`config.mk`:
```
export PLATFORM = sky130hd
export DESIGN_NAME = updown_counter_driver
export DESIGN_NICKNAME = d
export VERILOG_FILES = /design/src/rtl/updown_counter_driver.sv
export SDC_FILE = /design/constraint.sdc
export NUM_CORES = 1
export LEC_CHECK = 0
export CORE_UTILIZATION = 55
export CTS_BUF_LIST = sky130_fd_sc_hd__clkbuf_4 sky130_fd_sc_hd__clkbuf_8
export CTS_CLUSTER_SIZE = 10
export DETAILED_ROUTE_END_ITERATION = 8
export PLACE_DENSITY = 0.75
export RECOVER_POWER = 50
export SYNTH_ARGS = -nofsm -noshare
export SYNTH_HDL_FRONTEND = slang
export SYNTH_SLANG_ARGS = --single-unit
```
`constraint.sdc`:
```
create_clock -name clk -period 4.2 [get_ports clk]
set_clock_uncertainty 0.05 [all_clocks]
set_input_delay 0.63 -clock clk [delete_from_list [all_inputs] [get_ports clk]]
set_output_delay 0.63 -clock clk [all_outputs]
set_load 0.005 [all_outputs]
```
`src/rtl/updown_counter_driver.sv`:
```
// Command sequencer for a 4-bit up/down counter: FIFO-buffered {op,value,rep} commands drive load/data/updown.
// Optional wrap flag output is built when CNT_DRV_WRAP_FLAG_EN is defined.
module updown_counter_driver #(
   parameter int WIDTH      = 4,
   parameter int FIFO_DEPTH = 4,
   parameter int REP_W      = 4
) (
   input  logic                          clk,
   input  logic                          rst,
   input  logic                          cmd_valid,
   output logic                          cmd_ready,
   input  logic [1:0]                    cmd_op,
   input  logic [WIDTH-1:0]              cmd_value,
   input  logic [REP_W-1:0]              cmd_rep,
   output logic                          load,
   output logic [WIDTH-1:0]              data,
   output logic                          updown,
   output logic [WIDTH-1:0]              exp_count,
   output logic                          busy,
   output logic [$clog2(FIFO_DEPTH):0]   fifo_level
`ifdef CNT_DRV_WRAP_FLAG_EN
   ,
   output logic                          wrap
`endif
);

   localparam int PTR_W = $clog2(FIFO_DEPTH);
   localparam int LVL_W = PTR_W + 1;
   localparam int ENT_W = 2 + WIDTH + REP_W;

   localparam logic [1:0] OP_LOAD = 2'b00;
   localparam logic [1:0] OP_UP   = 2'b01;
   localparam logic [1:0] OP_DOWN = 2'b10;
   localparam logic [1:0] OP_HOLD = 2'b11;

   localparam logic [0:0] S_IDLE = 1'b0;
   localparam logic [0:0] S_RUN  = 1'b1;

   logic [ENT_W-1:0] r_mem [FIFO_DEPTH];
   logic [PTR_W-1:0] r_wr_ptr;
   logic [PTR_W-1:0] r_rd_ptr;
   logic [LVL_W-1:0] r_level;
   logic [0:0]       r_state;
   logic [REP_W-1:0] r_rem;
   logic [1:0]       r_op;
   logic [WIDTH-1:0] r_value;
   logic             r_load;
   logic             r_updown;
   logic [WIDTH-1:0] r_data;
   logic [WIDTH-1:0] r_exp;

   logic             w_full;
   logic             w_push;
   logic             w_pop;
   logic             w_repeat;
   logic [ENT_W-1:0] w_head;
   logic [1:0]       w_head_op;
   logic [WIDTH-1:0] w_head_value;
   logic [REP_W-1:0] w_head_rep;
   logic [1:0]       w_step_op;
   logic [WIDTH-1:0] w_step_value;
   logic [0:0]       w_next_state;
   logic [REP_W-1:0] w_next_rem;
   logic [WIDTH-1:0] w_exp_next;

   assign w_full       = (r_level == LVL_W'(FIFO_DEPTH));
   assign cmd_ready    = !w_full && !rst;
   assign w_push       = cmd_valid && cmd_ready;
   assign w_repeat     = (r_state == S_RUN) && (r_rem != {REP_W{1'b0}});
   assign w_pop        = !w_repeat && (r_level != {LVL_W{1'b0}});
   assign w_head       = r_mem[r_rd_ptr];
   assign w_head_op    = w_head[ENT_W-1 -: 2];
   assign w_head_value = w_head[REP_W +: WIDTH];
   assign w_head_rep   = w_head[REP_W-1:0];

   assign load       = r_load;
   assign data       = r_data;
   assign updown     = r_updown;
   assign exp_count  = r_exp;
   assign fifo_level = r_level;
   assign busy       = (r_state == S_RUN) || (r_level != {LVL_W{1'b0}});

   // FIFO storage; the entry is only read after it has been written, so no reset is needed
   always_ff @(posedge clk) begin
      if (w_push) begin
         r_mem[r_wr_ptr] <= {cmd_op, cmd_value, cmd_rep};
      end
   end

   // FIFO pointers and occupancy
   always_ff @(posedge clk) begin
      if (rst) begin
         r_wr_ptr <= {PTR_W{1'b0}};
         r_rd_ptr <= {PTR_W{1'b0}};
         r_level  <= {LVL_W{1'b0}};
      end else begin
         if (w_push) r_wr_ptr <= r_wr_ptr + PTR_W'(1);
         if (w_pop)  r_rd_ptr <= r_rd_ptr + PTR_W'(1);
         case ({w_push, w_pop})
            2'b10:   r_level <= r_level + LVL_W'(1);
            2'b01:   r_level <= r_level - LVL_W'(1);
            default: r_level <= r_level;
         endcase
      end
   end

   // Choose the step to drive next: repeat, start a popped command, or hold
   always_comb begin
      w_step_op    = OP_HOLD;
      w_step_value = r_value;
      w_next_state = S_IDLE;
      w_next_rem   = {REP_W{1'b0}};
      if (w_repeat) begin
         w_step_op    = r_op;
         w_next_state = S_RUN;
         w_next_rem   = r_rem - REP_W'(1);
      end else if (w_pop) begin
         w_step_op    = w_head_op;
         w_step_value = w_head_value;
         w_next_state = S_RUN;
         w_next_rem   = w_head_rep;
      end else begin
         w_step_op    = OP_HOLD;
         w_next_state = S_IDLE;
      end
   end

   // Count the counter will hold after this edge, derived from the pins it sees now
   always_comb begin
      if (r_load) begin
         w_exp_next = r_data;
      end else if (r_updown) begin
         w_exp_next = r_exp + WIDTH'(1);
      end else begin
         w_exp_next = r_exp - WIDTH'(1);
      end
   end

   // Sequencer state and the command currently being repeated
   always_ff @(posedge clk) begin
      if (rst) begin
         r_state <= S_IDLE;
         r_rem   <= {REP_W{1'b0}};
         r_op    <= OP_HOLD;
         r_value <= {WIDTH{1'b0}};
      end else begin
         r_state <= w_next_state;
         r_rem   <= w_next_rem;
         if (w_pop) begin
            r_op    <= w_head_op;
            r_value <= w_head_value;
         end else begin
            r_op    <= r_op;
            r_value <= r_value;
         end
      end
   end

   // Counter pins and shadow count; hold is done by reloading the value the counter will have
   always_ff @(posedge clk) begin
      if (rst) begin
         r_load   <= 1'b1;
         r_data   <= {WIDTH{1'b0}};
         r_updown <= 1'b0;
         r_exp    <= {WIDTH{1'b0}};
      end else begin
         r_exp <= w_exp_next;
         case (w_step_op)
            OP_LOAD: begin
               r_load <= 1'b1;
               r_data <= w_step_value;
            end
            OP_UP: begin
               r_load   <= 1'b0;
               r_updown <= 1'b1;
            end
            OP_DOWN: begin
               r_load   <= 1'b0;
               r_updown <= 1'b0;
            end
            default: begin
               r_load <= 1'b1;
               r_data <= w_exp_next;
            end
         endcase
      end
   end

`ifdef CNT_DRV_WRAP_FLAG_EN
   logic r_wrap;
   assign wrap = r_wrap;

   // Flag the count update that crosses the modular boundary; loads never count
   always_ff @(posedge clk) begin
      if (rst) begin
         r_wrap <= 1'b0;
      end else begin
         r_wrap <= !r_load && (r_updown ? (r_exp == {WIDTH{1'b1}}) : (r_exp == {WIDTH{1'b0}}));
      end
   end
`endif

endmodule

```
==> flow_metrics.tcl, run 1 <==
set metrics [dict create \
    status "complete, no violations" \
    antenna_found_initial 0 \
    dieHeight_microns 75.18 \
    critPathBufInv 3 \
    cap_violations 0 \
    synth.top_cell.area_share 0.4078 \
    drt_pass1_iterations 4 \
    peakVddDrop_mv 0.3698 \
    rr_worst_depth 11 \
    holdWs_ns 0.4090 \
    end_kind "flip-flop" \
    ff2ff_setup_slack_ns 0.94 \
    synth-edff-count 40 \
    overflow 0 \
    core-area_sq_mm 0.005140 \
    gr-usage-all-layers 0.2032 \
    ys_types 47 \
    cp_max_fo 10 \
    dpl_cell_area_sq_mm 0.003282 \
    cts_buffers 9 \
    crit_chain "inv_1 -> ha_1 -> nor3b_1 -> o21ai_4 -> clkinvlp_2 -> ha_1 -> inv_1 -> fa_1 -> xor2_1 -> or3_1 -> a21oi_1" \
    layout.nets 276 \
    critPathLaunchType "flip-flop" \
    syn_area_sq_mm 0.002945 \
    grt_max_degree 33 \
    finalSetupTns_ns 0 \
    ys.flop_type "edfxtp_1" \
    yosys.area.top_type "edfxtp_1" \
    first_iter_violations 82 \
    setup_viol 0 \
    hold_depth 2 \
    clockBufferDepth 2 \
    worstSetupStartpoint "r_rem[0]" \
    path_class "reg -> reg" \
    most-common-layout-cells "40 x edfxtp_1, 30 x dfxtp_1, 23 x nor2_1" \
    critical_path_depth 11 \
    drive_gt1_frac 0.1406 \
    grt_first_pass_wirelength_microns 8031 \
    clk_pin_slew_ns 0.08 \
    io_pins 28 \
    routabilityCongestion 0.7379 \
    holdPathEnd "r_value[2]" \
    yosys_register_bits 70 \
    max_freq_mhz 307.1 \
    diodes 0 \
    yosys_warnings 0 \
    seq_area_frac_synth 0.6117 \
    synth_nets 243 \
    post_cts_buffers 0 \
    async_flop_share 0 \
    period_share 0.7754 \
    synth_cells 218 \
    cts_root_buf "clkbuf_8" \
    hold_path.class "reg -> reg" \
    drt.antenna.violating_nets 0 \
    cpMaxStageDelayCell "nor3b_1" \
    worstHoldStart "r_value[2]" \
    hpwlAfterDp_microns 3358 \
    dieArea_sq_mm 0.005652 \
    hold_violations 0 \
    powerDensity_mw_per_mm2 695.8 \
    finalPower_uw 2428 \
    initial_utilization 0.5730 \
    r2r_end "fifo_level[2]" \
    vias 1754 \
    p_leak_uw 0.001253 \
    vias_per_cell 5.380 \
    cts_resized 0 \
    synthTopCellsByArea "edfxtp_1 41%, dfxtp_1 20%, mux4_2 7.6%, ha_1 4.2%, nor2_1 2.9%" \
    crit_required_ns 4.42 \
    nFillCells 412 \
    wl_per_cell_microns 15.16 \
    holdBufCountCts 0 \
    arrival_ns 3.48 \
    grt_pass1_vias 1717 \
    clock_latency_ns 0.34 \
    finalNonFillerCells 326 \
    worst_slew_pin_slew_ns 0.8999 \
    totalWireLength_microns 4941 \
    maxSlewHeadroom 0.3987 \
    maxSlewViolCount 0 \
    worst_path_largest_cell_delay_ns 0.75 \
    area_growth_pct 18.48 \
    avgSynthCellArea_sq_um 13.51 \
    cts-htree-levels 3 \
    cts_tree "done" \
    dieWidth_microns 75.18 \
    design_area_sq_mm 0.003490 \
    mostFrequentLayoutCell "edfxtp_1" \
    clock_sinks 70 \
    rows 26 \
    cp_top_family "simple AND/OR/NAND/NOR gates" \
    reg2reg_from "r_rem[0]" \
    layout_min_cycle_time_ns 3.257 \
    grt_setup_unrepaired "false" \
    post-place-cells 310 \
    portBuffers 27 \
    drc 0 \
]
worst register-to-register path, stage by stage (launching register included):
cell and delay (ns):
dfxtp_1 0.33, inv_1 0.06, ha_1 0.18, nor3b_1 0.75, o21ai_4 0.17, clkinvlp_2 0.36, ha_1 0.25, inv_1 0.07
fa_1 0.38, xor2_1 0.15, or3_1 0.30, a21oi_1 0.14
Yosys cell counts (all sizes together) (4+ instances only):
library cell  count
xor2              5
ha               10
nor2             23
xnor2             4
a21oi            11
edfxtp           40
clkbuf            4
nand2             9
inv              17
dfxtp            30
o211ai            5
and2              5
mux4             10
area by class of cell:
type	count	area [sq um]	area share
clock inverter	7	97.59	0.02797
timing repair buffer	29	285.3	0.08175
clock buffer	9	123.9	0.03550
inverter	17	65.06	0.01864
sequential	70	1802	0.5163
tap	70	87.58	0.02510
multi-input combinational	124	1028	0.2947
cell families (layout without fill, tap and decap cells):
kind of cell	count (synthesis)	count (layout)	share of synthesized area
DFF	70	70	0.6117
muxes	13	13	0.08709
and+or+nand+nor	54	54	0.09218
adders and majority gates	12	12	0.05608
xor gates and xnor gates	9	9	0.02676
buffers and inverters	24	62	0.03568
AOI/OAI and AO/OA	36	36	0.09049
registers in the layout, indices dropped and copies added (netlist names), named ones only:
name,flops
data,4
exp_count,4
fifo_level,3
load,1
r_mem,40
r_op,2
r_rd_ptr,2
r_rem,4
r_state,1
r_value,4
r_wr_ptr,2
updown,1
where the power goes:
part	switching, uW	internal [uW]
Sequential	106	847
Combinational	443	436
Clock	259	336
Total	808	1620
worst max-delay path by stage:
stage / end
floorplan: fifo_level[2]
global placement: fifo_level[2]
detailed placement: fifo_level[2]
CTS: data[3]
global route: fifo_level[2]
finish: fifo_level[2]
through the flow:
step           setup slack, ns    util
4_1_cts                  1.461  0.6816
5_1_grt                 0.7239  0.6789
3_5_place_dp             1.242  0.6385
2_1_floorplan            1.807       -
3_3_place_gp             1.293  0.6385
6_report                0.9434  0.6789
routing by layer:
metal,global-route usage,part of all wire,vias up
met5,0,0,-
met4,0.1235,0.030,0
met3,0.04418,0.036,14
met2,0.3343,0.48,41
met1,0.2468,0.46,838
li1,-,-,861
No activity file was read; power rests on OpenSTA's default activity.
==> run 2: changes to the inputs <==
CORE_UTILIZATION = 53   (was 55)
PLACE_DENSITY = 0.76   (was 0.75)
clock period = 2.7 ns   (was 4.2 ns; I/O delays follow)
==> run 2 against run 1 <==
  * Clock power rose by 52%
  * Largest power group unchanged
  * Power grew 59%
  * Critical endpoint is now data[0]
  * Hold slack improved by 0.0030 ns
  * Sequential cell count unchanged
  * Die area grew 3.7%
==> flow_metrics.tcl, run 2 (synthesized netlist as in run 1, its figures left out) <==
set metrics [dict create \
    setup_viol 0 \
    holdPathEnd "r_value[2]" \
    antenna_found_initial 0 \
    cp_max_fo 7 \
    worst_path_largest_cell_delay_ns 0.46 \
    mostFrequentLayoutCell "edfxtp_1" \
    path_class "reg -> reg" \
    drive_gt1_frac 0.1467 \
    initial_utilization 0.5624 \
    finalPower_uw 3855 \
    holdWs_ns 0.4120 \
    dieHeight_microns 76.55 \
    cts-htree-levels 3 \
    p_leak_uw 0.001268 \
    crit_required_ns 2.90 \
    dieWidth_microns 76.55 \
    overflow 0 \
    most-common-layout-cells "40 x edfxtp_1, 30 x dfxtp_1, 23 x nor2_1" \
    cts_root_buf "clkbuf_8" \
    cts_buffers 9 \
    crit_path_frequent_cell "ha_1" \
    grt_max_degree 32 \
    clock_sinks 70 \
    routabilityCongestion 0.7981 \
    peakVddDrop_mv 0.6306 \
    period_share 0.9416 \
    maxSlewViolCount 0 \
    dieArea_sq_mm 0.005859 \
    maxSlewHeadroom 0.6308 \
    rr_worst_depth 9 \
    end_kind "flip-flop" \
    cp_top_family "simple AND/OR/NAND/NOR gates" \
    grt_pass1_vias 1859 \
    hpwlAfterDp_microns 3401 \
    powerDensity_mw_per_mm2 1095 \
    critPathBufInv 1 \
    max_freq_mhz 393.4 \
    worst_slew_pin_slew_ns 0.5539 \
    hold_depth 2 \
    layout_min_cycle_time_ns 2.542 \
    rows 26 \
    diodes 0 \
    largest_reg_flops 40 \
    area_growth_pct 19.58 \
    critPathLaunchType "flip-flop" \
    ff2ff_setup_slack_ns 0.16 \
    cts_tree "done" \
    status "complete, no violations" \
    finalSetupTns_ns 0 \
    portBuffers 27 \
    totalWireLength_microns 4974 \
    cap_violations 0 \
    clk_pin_slew_ns 0.07 \
    vias 1773 \
    reg2reg_from "r_rem[0]" \
    core-area_sq_mm 0.005238 \
    hold_violations 0 \
    grt_first_pass_wirelength_microns 8590 \
    crit_chain "inv_1 -> ha_1 -> or3b_2 -> nand2_1 -> o22ai_1 -> ha_1 -> nor2b_1 -> a21bo_2 -> o32ai_1" \
    wl_per_cell_microns 15.12 \
    gr-usage-all-layers 0.1950 \
    worstHoldStart "r_value[2]" \
    clockBufferDepth 2 \
    drt_pass1_iterations 4 \
    drc 0 \
    first_iter_violations 58 \
    clock_latency_ns 0.34 \
    arrival_ns 2.74 \
    io_pins 28 \
    top_register "r_mem" \
    hold_path.class "reg -> reg" \
    cpMaxStageDelayCell "or3b_2" \
    layout.nets 280 \
    vias_per_cell 5.389 \
    drt.antenna.violating_nets 0 \
    r2r_end "data[0]" \
]
-- run 2: routing by layer --
metal	wire length [microns]	GRT usage	part of all wire	up-vias
met2	2499	0.3252	0.50	37
met5	0	0	0	-
li1	-	-	-	866
met3	257	0.07305	0.052	12
met4	91	0.07500	0.018	0
met1	2126	0.2282	0.43	858
-- run 2: worst reg2reg max path: cells and delay by family, from the launching register on --
kind / cells / cell delay (ns)
buffers and inverters: 1 / 0.07
AO/OA/AOI/OAI: 3 / 0.51
adder cells (fa/ha/maj): 2 / 0.54
AND/OR/NAND/NOR: 3 / 0.97
flip-flops: 1 / 0.33
-- run 2: worst max-delay path by stage --
| stage | start | endpoint | slack (ns) | depth (start not counted) |
|---|---|---|---|---|
| 2_1_floorplan | r_rem[0] | fifo_level[2] | 0.31 | 11 |
| 3_3_place_gp | r_rem[0] | fifo_level[2] | 0.20 | 11 |
| 3_5_place_dp | r_rem[0] | fifo_level[2] | 0.12 | 11 |
| 4_1_cts | r_rem[0] | fifo_level[2] | 0.09 | 11 |
| 5_1_grt | r_rem[0] | fifo_level[2] | -0.008 | 11 |
| 6_report | r_rem[0] | data[0] | 0.16 | 9 |
-- run 2: final cells by class --
| class | count | area, sq um |
|---|---|---|
| timing repair buffer | 33 | 307.8 |
| clock inverter | 5 | 85.08 |
| multi-input combinational | 124 | 1040 |
| clock buffer | 10 | 131.4 |
| tap | 70 | 87.58 |
| sequential | 70 | 1802 |
| fill | 398 | 1715 |
| inverter | 17 | 68.82 |
-- run 2: power breakdown --
part	internal [uW]	switching (uW)	total [uW]
registers	1320	157	1480
logic	744	734	1480
clock network	528	374	902
total	2590	1260	3860
-- run 2: through the flow --
stage | instances | setup WS [ns] | util | instance area (sq um)
after floorplan | 218 | 0.3069 | - | 2945
after global placement | 313 | 0.2048 | 0.6309 | 3304
after detailed placement | 313 | 0.1157 | 0.6309 | 3304
after CTS | 328 | 0.08504 | 0.6722 | 3521
after global routing | 329 | -0.007668 | 0.6725 | 3522
final | 329 | 0.1577 | 0.6725 | 3522
-- run 2: repair_timing --
item,in CTS,in global routing
hold buffers,0,0
endpoints found under the setup margin,0,3
buffers inserted,0,1
resized for setup,0,1
